[config.mk]
export PLATFORM = sky130hd
export DESIGN_NAME = quad_step_decoder
export DESIGN_NICKNAME = d
export VERILOG_FILES = /design/src/rtl/quad_step_decoder_pkg.sv /design/src/rtl/quad_step_decoder_sync_filter.sv /design/src/rtl/quad_step_decoder.sv
export SDC_FILE = /design/constraint.sdc
export NUM_CORES = 1
export LEC_CHECK = 0
export CAP_MARGIN = 20
export CORE_ASPECT_RATIO = 0.75
export CORE_MARGIN = 1.5
export CORE_UTILIZATION = 30
export DETAILED_ROUTE_END_ITERATION = 8
export PLACE_DENSITY = 0.54
export REMOVE_ABC_BUFFERS = 1
export SKIP_LAST_GASP = 1
export SYNTH_ARGS = -nofsm -noshare
export SYNTH_HDL_FRONTEND = slang
export SYNTH_SLANG_ARGS = --single-unit
[constraint.sdc]
create_clock -name clk -period 1.45 [get_ports clk]
set_input_delay 0.2175 -clock clk [delete_from_list [all_inputs] [get_ports clk]]
set_output_delay 0.2175 -clock clk [all_outputs]
set_load 0.02 [all_outputs]
[src/rtl/quad_step_decoder_pkg.sv]
// Shared quadrature encoding for the step decoder and anything that models it.
// The {A,B} pair walks Q00 -> Q10 -> Q11 -> Q01 -> Q00 when moving up.
package quad_step_decoder_pkg;

    typedef logic [1:0] quad_t;

    localparam quad_t Q00 = 2'b00;
    localparam quad_t Q10 = 2'b10;
    localparam quad_t Q11 = 2'b11;
    localparam quad_t Q01 = 2'b01;

    function automatic quad_t next_up(input quad_t cur);
        case (cur)
            Q00:     next_up = Q10;
            Q10:     next_up = Q11;
            Q11:     next_up = Q01;
            default: next_up = Q00;
        endcase
    endfunction

    function automatic quad_t next_down(input quad_t cur);
        case (cur)
            Q00:     next_down = Q01;
            Q01:     next_down = Q11;
            Q11:     next_down = Q10;
            default: next_down = Q00;
        endcase
    endfunction

endpackage

[src/rtl/quad_step_decoder_sync_filter.sv]
// Two-flop synchroniser for the A/B pair plus a saturating stability counter.
// 'accept' pulses for one cycle whenever 'stable' is loaded with a value that held long enough.
module sync_filter
    import quad_step_decoder_pkg::*;
#(
    parameter int FILTER_CYCLES = 2,
    parameter int FCNT_W        = 3
) (
    input  logic  clk,
    input  logic  rst,
    input  logic  qa,
    input  logic  qb,
    output quad_t stable,
    output logic  accept
);

    localparam logic [FCNT_W:0]   RUN_TARGET = (FCNT_W + 1)'(FILTER_CYCLES);
    localparam logic [FCNT_W-1:0] CNT_MAX    = '1;

    quad_t             sync1;
    quad_t             sync2;
    logic [1:0]        fill;
    quad_t             cand;
    logic [FCNT_W-1:0] cnt;
    logic [FCNT_W:0]   run;

    // Run length of sync2 including the current edge; one bit wider so saturation never aliases the target.
    always_comb begin
        run = (FCNT_W + 1)'(1);
        if (sync2 == cand) begin
            run = {1'b0, cnt} + (FCNT_W + 1)'(1);
        end
    end

    // NOTE: every register here is assigned with <= so all flops sample the pre-edge values together.
    always_ff @(posedge clk) begin
        if (rst) begin
            sync1  <= Q00;
            sync2  <= Q00;
            fill   <= 2'b00;
            cand   <= Q00;
            cnt    <= '0;
            stable <= Q00;
            accept <= 1'b0;
        end else begin
            sync1  <= {qa, qb};
            sync2  <= sync1;
            fill   <= {fill[0], 1'b1};
            accept <= 1'b0;
            // sync2 still holds reset zeros until the chain has refilled; ignore it until then.
            if (fill[1]) begin
                cand <= sync2;
                cnt  <= (run > {1'b0, CNT_MAX}) ? CNT_MAX : run[FCNT_W-1:0];
                if (run == RUN_TARGET) begin
                    stable <= sync2;
                    accept <= 1'b1;
                end
            end
        end
    end

endmodule

[src/rtl/quad_step_decoder.sv]
// Quadrature A/B to enable/upDown step converter with illegal-transition flag.
// The first filtered value after reset only primes the previous-position register.
module quad_step_decoder
    import quad_step_decoder_pkg::*;
#(
    parameter int FILTER_CYCLES = 2,
    parameter int FCNT_W        = 3
) (
    input  logic clk,
    input  logic rst,
    input  logic qa,
    input  logic qb,
    output logic enable,
    output logic upDown,
    output logic err
);

    quad_t stable;
    logic  accept;

    quad_t prev_q,   prev_d;
    logic  primed_q, primed_d;
    logic  enable_q, enable_d;
    logic  err_q,    err_d;
    logic  up_q,     up_d;

    sync_filter #(
        .FILTER_CYCLES (FILTER_CYCLES),
        .FCNT_W        (FCNT_W)
    ) u_sync_filter (
        .clk    (clk),
        .rst    (rst),
        .qa     (qa),
        .qb     (qb),
        .stable (stable),
        .accept (accept)
    );

    // NOTE: all outputs of this block get a default first, so no path can infer a latch.
    always_comb begin
        prev_d   = prev_q;
        primed_d = primed_q;
        enable_d = 1'b0;
        err_d    = 1'b0;
        up_d     = up_q;
        if (accept) begin
            prev_d = stable;
            if (!primed_q) begin
                primed_d = 1'b1;
            end else if (stable == next_up(prev_q)) begin
                enable_d = 1'b1;
                up_d     = 1'b1;
            end else if (stable == next_down(prev_q)) begin
                enable_d = 1'b1;
                up_d     = 1'b0;
            end else if (stable != prev_q) begin
                err_d = 1'b1;
            end
        end
    end

    always_ff @(posedge clk) begin
        if (rst) begin
            prev_q   <= Q00;
            primed_q <= 1'b0;
            enable_q <= 1'b0;
            err_q    <= 1'b0;
            up_q     <= 1'b1;
        end else begin
            prev_q   <= prev_d;
            primed_q <= primed_d;
            enable_q <= enable_d;
            err_q    <= err_d;
            up_q     <= up_d;
        end
    end

    assign enable = enable_q;
    assign err    = err_q;
    assign upDown = up_q;

endmodule
==> summary.md <==
| Metric | Value |
|---|---|
| Sequential area share after synthesis | `0.533` |
| Clock transition at the registers of the reported paths | `about 100 ps` |
| Setup repair after global routing missed its margin | `true` |
| Final TNS setup | `0 ps` |
| Fraction of layout cells with a size suffix above 1 | `0.141` |
| Antenna cell count | `0` |
| Basic-gate share of the synthesized area counting and, or, nand and nor cells | `0.177` |
| First-pass GRT wire length | `around 1.9 mm` |
| Dominant register cell in the synthesized netlist | `sky130_fd_sc_hd__dfxtp_1` |
| Endpoint type of the worst setup path | `register` |
| Synthesized-area fraction occupied by adder cells | `0.0167` |
| Launching element type of the critical path | `register` |
| Slew @ Worst Pin | `approximately 330 ps` |
| Remaining number of nets flagged by the antenna check after routing | `0` |
| Nets | `91` |
| Pin count of the biggest net entering global routing | `15` |
| Most common cell in the synthesized netlist | `sky130_fd_sc_hd__dfxtp_1` |
| Setup slack at placement | `slightly below 30 ps` |
| Clock buffers created by TritonCTS | `3` |
| Number of instances in the synthesized netlist | `74` |
| Outcome | `complete, no violations` |
| I/O pin cnt | `7` |
| Final routed DRC violation total | `0` |
| Unique cell type count in the Yosys netlist | `23` |
| Type of the most critical hold path | `register to register` |
| Gpl congestion | `about 0.70` |
| Async S/R FF share, synth | `0` |
| Period minus WS final | `~1400 ps` |
| Max Clock Skew | `about 7.9 ps` |
| CTS Buffer Depth | `2` |
| Iteration-0 DRC count of the detailed router | `14` |
| Non-filler cells, final | `about 120` |
| Max-capacitance violation count | `0` |
| Yosys Warn Count | `0` |
| Final critical-path setup slack | `~28 ps` |
| Ratio of total power to cell area | `a little over 1000 nW/um2` |
| Die footprint | `between 2000 and 3000 um2` |
| Compound-cell area share of the yosys netlist | `0.0783` |
| Library cell occupying the most area in the post-synthesis netlist | `sky130_fd_sc_hd__dfxtp_1` |
| Area share of the leading cell type in the synthesized netlist | `0.533` |
| CTS Hold Buffers Added | `0` |
| Vias after detailed routing | `between 400 and 500` |
| FMAX | `around 700 MHz` |
| Initial Util | `0.323` |
| HPWL Detailed | `approximately 800 um` |
| Critical path class | `register to register` |
| Area share of xor/xnor cells in the synthesized design | `0.0933` |
| Share of synthesized area spent on multiplexers | `0.0800` |
| Number of setup violations in the final report | `0` |
| Clock tree root driver cell | `sky130_fd_sc_hd__clkbuf_4` |
| Number of pins exceeding their max-slew limit in the final report | `0` |
| Average cell area after synthesis | `around 10 um2` |
| Hold violation count in the final report | `0` |
| Required time worst endpoint | `between 1500 and 2000 ps` |
| Floorplan core area | `2330 um2` |
| Top cells by area in the synthesized netlist | `sky130_fd_sc_hd__dfxtp_1 (53%), sky130_fd_sc_hd__mux2i_1 (8.0%), sky130_fd_sc_hd__xnor2_1 (7.0%), sky130_fd_sc_hd__nor2_1 (5.0%), sky130_fd_sc_hd__nor2b_1 (4.2%)` |
| Count of buffers from port buffering | `6` |
| Row count | `15` |
| First drt pass iteration count | `4` |
| Die height | `roughly 46 um` |
| Leading cell types by count after synthesis | `sky130_fd_sc_hd__dfxtp_1 (20), sky130_fd_sc_hd__nor2_1 (10), sky130_fd_sc_hd__mux2i_1 (6), sky130_fd_sc_hd__xnor2_1 (6)` |
| Largest family of logic cells by synthesized area | `simple AND/OR/NAND/NOR gates` |
| Filler cell count in the final layout | `about 250` |
| Max-slew headroom | `0.781` |
| Post-Route WL | `around 1.2 mm` |
| Post-synth EDFFs | `0` |
| Post-Synthesis Cell Area | `between 700 and 800 um2` |
| Maximum ir drop on the vdd rail | `0.604 mV` |
| Initial antenna violation count | `0` |
| Grt ovf | `0` |
| Sinks on Clock Net | `20` |
| Lkg Pwr | `0.362 nW` |
| Total GRT Usage | `0.0979` |
| Share of the clock period used by the worst path | `0.981` |
| Die W | `60.8 um` |
| CTS tree | `yes` |
| Maximum fanout along the worst path | `3` |
| Post-layout utilization of the core | `0.399` |
| Worst path arrival time | `1660 ps` |
| Count of state elements after synthesis | `20` |
| Area taken by flip-flops and latches | `~400 um2` |
| Final Power | `~0.95 mW` |
| Area delta synth->final | `23.8%` |
| CTS H-tree depth | `1` |
| Vias in the first global route | `approximately 420` |
| Routed length per placed instance | `9.71 um` |
| Area of combinational cells with multiple inputs | `~350 um2` |
| Cell count after placement | `114` |
| Latest clock arrival within the worst-skew pair | `about 300 ps` |
| Average via count per standard cell | `approximately 4.2` |
-- stage by stage --
| stage | cell area (um2) | hold slack, ps |
|---|---|---|
| 2_1_floorplan | 742 | 287 |
| 3_3_place_gp | 860 | 416 |
| 3_5_place_dp | 860 | 432 |
| 4_1_cts | 895 | 452 |
| 5_1_grt | 930 | 456 |
| 6_report | 930 | 446 |
-- what timing repair did --
item | 4_1_cts | 5_1_grt
pin swaps | 1 | 2
setup endpoints to repair | 2 | 4
buffers inserted | 0 | 1
hold endpoints to repair | 0 | 0
gates resized for setup | 1 | 6
-- state kept, by name, summed over array words and instances (netlist names) --
signal / count
u_sync_filter.cnt: 3
prev_q: 2
err: 1
u_sync_filter.cand: 2
u_sync_filter.fill: 2
u_sync_filter.accept: 1
enable: 1
upDown: 1
u_sync_filter.sync2: 2
primed_q: 1
u_sync_filter.sync1: 2
u_sync_filter.stable: 2
-- worst max-delay path: stages, from the launching register on --
cell	delay [ps]
sky130_fd_sc_hd__dfxtp_2	350
sky130_fd_sc_hd__xor2_2	190
sky130_fd_sc_hd__a2111oi_4	350
sky130_fd_sc_hd__and4_4	300
sky130_fd_sc_hd__mux2i_1	170
-- routing by layer --
layer,vias to the layer above,track usage,share of wire,routed length (um)
met4,0,0.0391,0.014,16
met5,-,0,0,0
li1,272,-,-,-
met2,12,0.110,0.35,400
met3,2,0.0590,0.059,68
met1,213,0.143,0.58,670
-- cell type report --
class / instances / area share
sequential: 20 / 0.433
multi-input combinational: 50 / 0.381
timing repair buffer: 9 / 0.0929
tap: 34 / 0.0458
clock buffer: 4 / 0.0390
inverter: 2 / 0.00808
-- worst paths after layout --
check / start / endpoint / slack, ps / cells past startpoint
hold reg to reg: u_sync_filter.sync1[0] / u_sync_filter.sync2[0] / 450 / 1
setup reg to reg: u_sync_filter.cand[0] / u_sync_filter.stable[0] / 30 / 4
hold / removal: u_sync_filter.sync1[0] / u_sync_filter.sync2[0] / 450 / 1
setup / recovery: u_sync_filter.cand[0] / u_sync_filter.stable[0] / 30 / 4
-- cells in the final DEF (no fill, tap or decap) --
cell type,instances
sky130_fd_sc_hd__dfxtp_1,18
sky130_fd_sc_hd__nor2_1,10
sky130_fd_sc_hd__mux2i_1,6
sky130_fd_sc_hd__xnor2_1,6
sky130_fd_sc_hd__nor2b_1,5
sky130_fd_sc_hd__nand2_1,5
sky130_fd_sc_hd__clkbuf_4,3
sky130_fd_sc_hd__clkdlybuf4s50_1,3
sky130_fd_sc_hd__buf_4,3
sky130_fd_sc_hd__inv_1,2
sky130_fd_sc_hd__a21oi_1,2
sky130_fd_sc_hd__a211oi_1,2
sky130_fd_sc_hd__nand3_1,2
sky130_fd_sc_hd__dlymetal6s2s_1,2
sky130_fd_sc_hd__dfxtp_2,2
sky130_fd_sc_hd__xor2_1,1
sky130_fd_sc_hd__xor2_2,1
sky130_fd_sc_hd__a2111oi_4,1
sky130_fd_sc_hd__and4_4,1
sky130_fd_sc_hd__and2_1,1
sky130_fd_sc_hd__and3_1,1
sky130_fd_sc_hd__o21ai_0,1
sky130_fd_sc_hd__nand2b_1,1
sky130_fd_sc_hd__o211ai_1,1
sky130_fd_sc_hd__nor3_1,1
sky130_fd_sc_hd__o22ai_1,1
sky130_fd_sc_hd__ha_1,1
sky130_fd_sc_hd__clkbuf_8,1
sky130_fd_sc_hd__dlygate4sd2_1,1
-- power breakdown --
part	total, mW	switching, mW	internal [mW]
registers	0.574	0.0119	0.562
logic	0.0547	0.0248	0.0299
clock network	0.319	0.165	0.153
-- cells by family after synthesis --
kind of cell | Yosys count
simple gates | 27
xor+xnor | 8
fa+ha+maj | 1
compound gates | 8
mux | 6
flops | 20
buf+inv | 4
(Power assumes the default switching activity.)
==> variant (same settings) <==
Make the reset (`rst`) asynchronous in 2 clocked blocks. Comments in the files are not updated.
--- a/src/rtl/quad_step_decoder_sync_filter.sv
+++ b/src/rtl/quad_step_decoder_sync_filter.sv
@@ -33,7 +33,7 @@
     end
 
     // NOTE: every register here is assigned with <= so all flops sample the pre-edge values together.
-    always_ff @(posedge clk) begin
+    always_ff @(posedge clk or posedge rst) begin
         if (rst) begin
             sync1  <= Q00;
             sync2  <= Q00;
--- a/src/rtl/quad_step_decoder.sv
+++ b/src/rtl/quad_step_decoder.sv
@@ -59,7 +59,7 @@
         end
     end
 
-    always_ff @(posedge clk) begin
+    always_ff @(posedge clk or posedge rst) begin
         if (rst) begin
             prev_q   <= Q00;
             primed_q <= 1'b0;
Check against the original RTL: differs if rst is asserted again (counterexample within 10 cycles, from zero or initial values and one cycle with rst high); with rst held inactive, the same outputs for 10 cycles.
==> variant against the original RTL <==
- the flow now finishes with violations (negative setup slack)
- sequential share of layout area increased by 7.9 points
- setup slack got worse by 0.14 ns
- area after synthesis increased by 4.0%
- cell count decreased by 6.7%
- wire length decreased by 2.4%
- global-route usage about the same
- final area increased by 5.4%
- sequential cell count unchanged
- synthesized cell count decreased by 20%
Power is not compared: it rests on default switching activity, and its combinational part moved more than twofold at a synthesized area within 25%.
==> variant: results <==
status:
  status: "finished with violations"
  failed_checks: "negative setup slack"
route:
  avgViaCountPerCell: 4.16
  first_iter_violations: 4
  first_pass_iters: 2
  highest_layer: "met3"
  totalWireLength_um: 1130
  route.met3.wl_um: 57
synthesis:
  ys_types: 21
  synthTopCellsByArea: "dfrtp_1, mux2_2, xnor2_1"
  netlist_instances: 59
  ys_seq_area_frac: 0.643
placement:
  post-place-ws_ns: -0.170
  gp_congestion: 0.742
  dp_hpwl_um: 858
  dpl_cell_area_um2: 940
  placedCellCount: 106
sta:
  fin_ws_ns: -0.116
  tns_ns: -0.230
  clock_skew_ns: 0.00142
  holdWs_ns: 0.128
  setup_viol: 2
grt:
  grt_pass1_vias: 474
  grt_pass1_wl_um: 2040
  use_met1: 0.127
  grtUsageTotal: 0.0981
  use_met3: 0.0496
finish:
  drive_gt1_frac: 0.286
  fin_nets: 83
critical_path:
  crit_arrival_ns: 1.75
  max_stage_delay_ns: 0.40
  cp_slowest_cell: "dfrtp_1"
  r2r_end: "u_sync_filter.stable[0]"
variant: kinds of logic after synthesis:
family | share of synthesized area
DFF | 0.643
and+or+nand+nor | 0.0577
AOI/OAI and AO/OA | 0.0833
xor gates and xnor gates | 0.0897
muxes | 0.0865
buffers and inverters | 0.0192
adders and majority gates | 0.0160
other | 0.00480
variant: area by class of cell:
cell class                 count  area [um2]
clock buffer                   4        36.3
fill                         232        1400
inverter                       3        11.3
multi-input combinational     35         264
sequential                    20         502
tap                           34        42.5
timing repair buffer          15         124
variant: timing repair:
action	in CTS	in global routing
setup buffers	1	0
setup endpoints to repair	5	2
pin swaps	2	1
hold buffers	0	0
resized for setup	3	0
variant: power by group through the flow:
stage,registers (uW),clock network (uW),logic [uW]
2_1_floorplan,789,0,309
3_3_place_gp,784,0,438
3_5_place_dp,783,0,445
4_1_cts,772,328,442
5_1_grt,790,350,481
6_report,771,316,438
variant: worst max-delay path: cells and delay by family (launching register included):
family / cells / cell delay, ns
DFF: 1 / 0.40
AOI/OAI and AO/OA: 1 / 0.33
muxes: 1 / 0.32
and+or+nand+nor: 1 / 0.23
xor gates and xnor gates: 1 / 0.18
variant: worst max path at each step:
stage / startpoint / endpoint / slack (ns) / depth (start not counted)
after floorplan: u_sync_filter.sync2[1] / u_sync_filter.stable[0] / -0.06 / 4
after detailed placement: u_sync_filter.sync2[1] / u_sync_filter.stable[1] / -0.17 / 4
after CTS: u_sync_filter.sync2[0] / u_sync_filter.stable[0] / -0.12 / 4
after global routing: u_sync_filter.sync2[0] / u_sync_filter.stable[0] / -0.22 / 4
after global placement: u_sync_filter.sync2[1] / u_sync_filter.stable[1] / -0.13 / 4
final: u_sync_filter.sync2[0] / u_sync_filter.stable[0] / -0.12 / 4
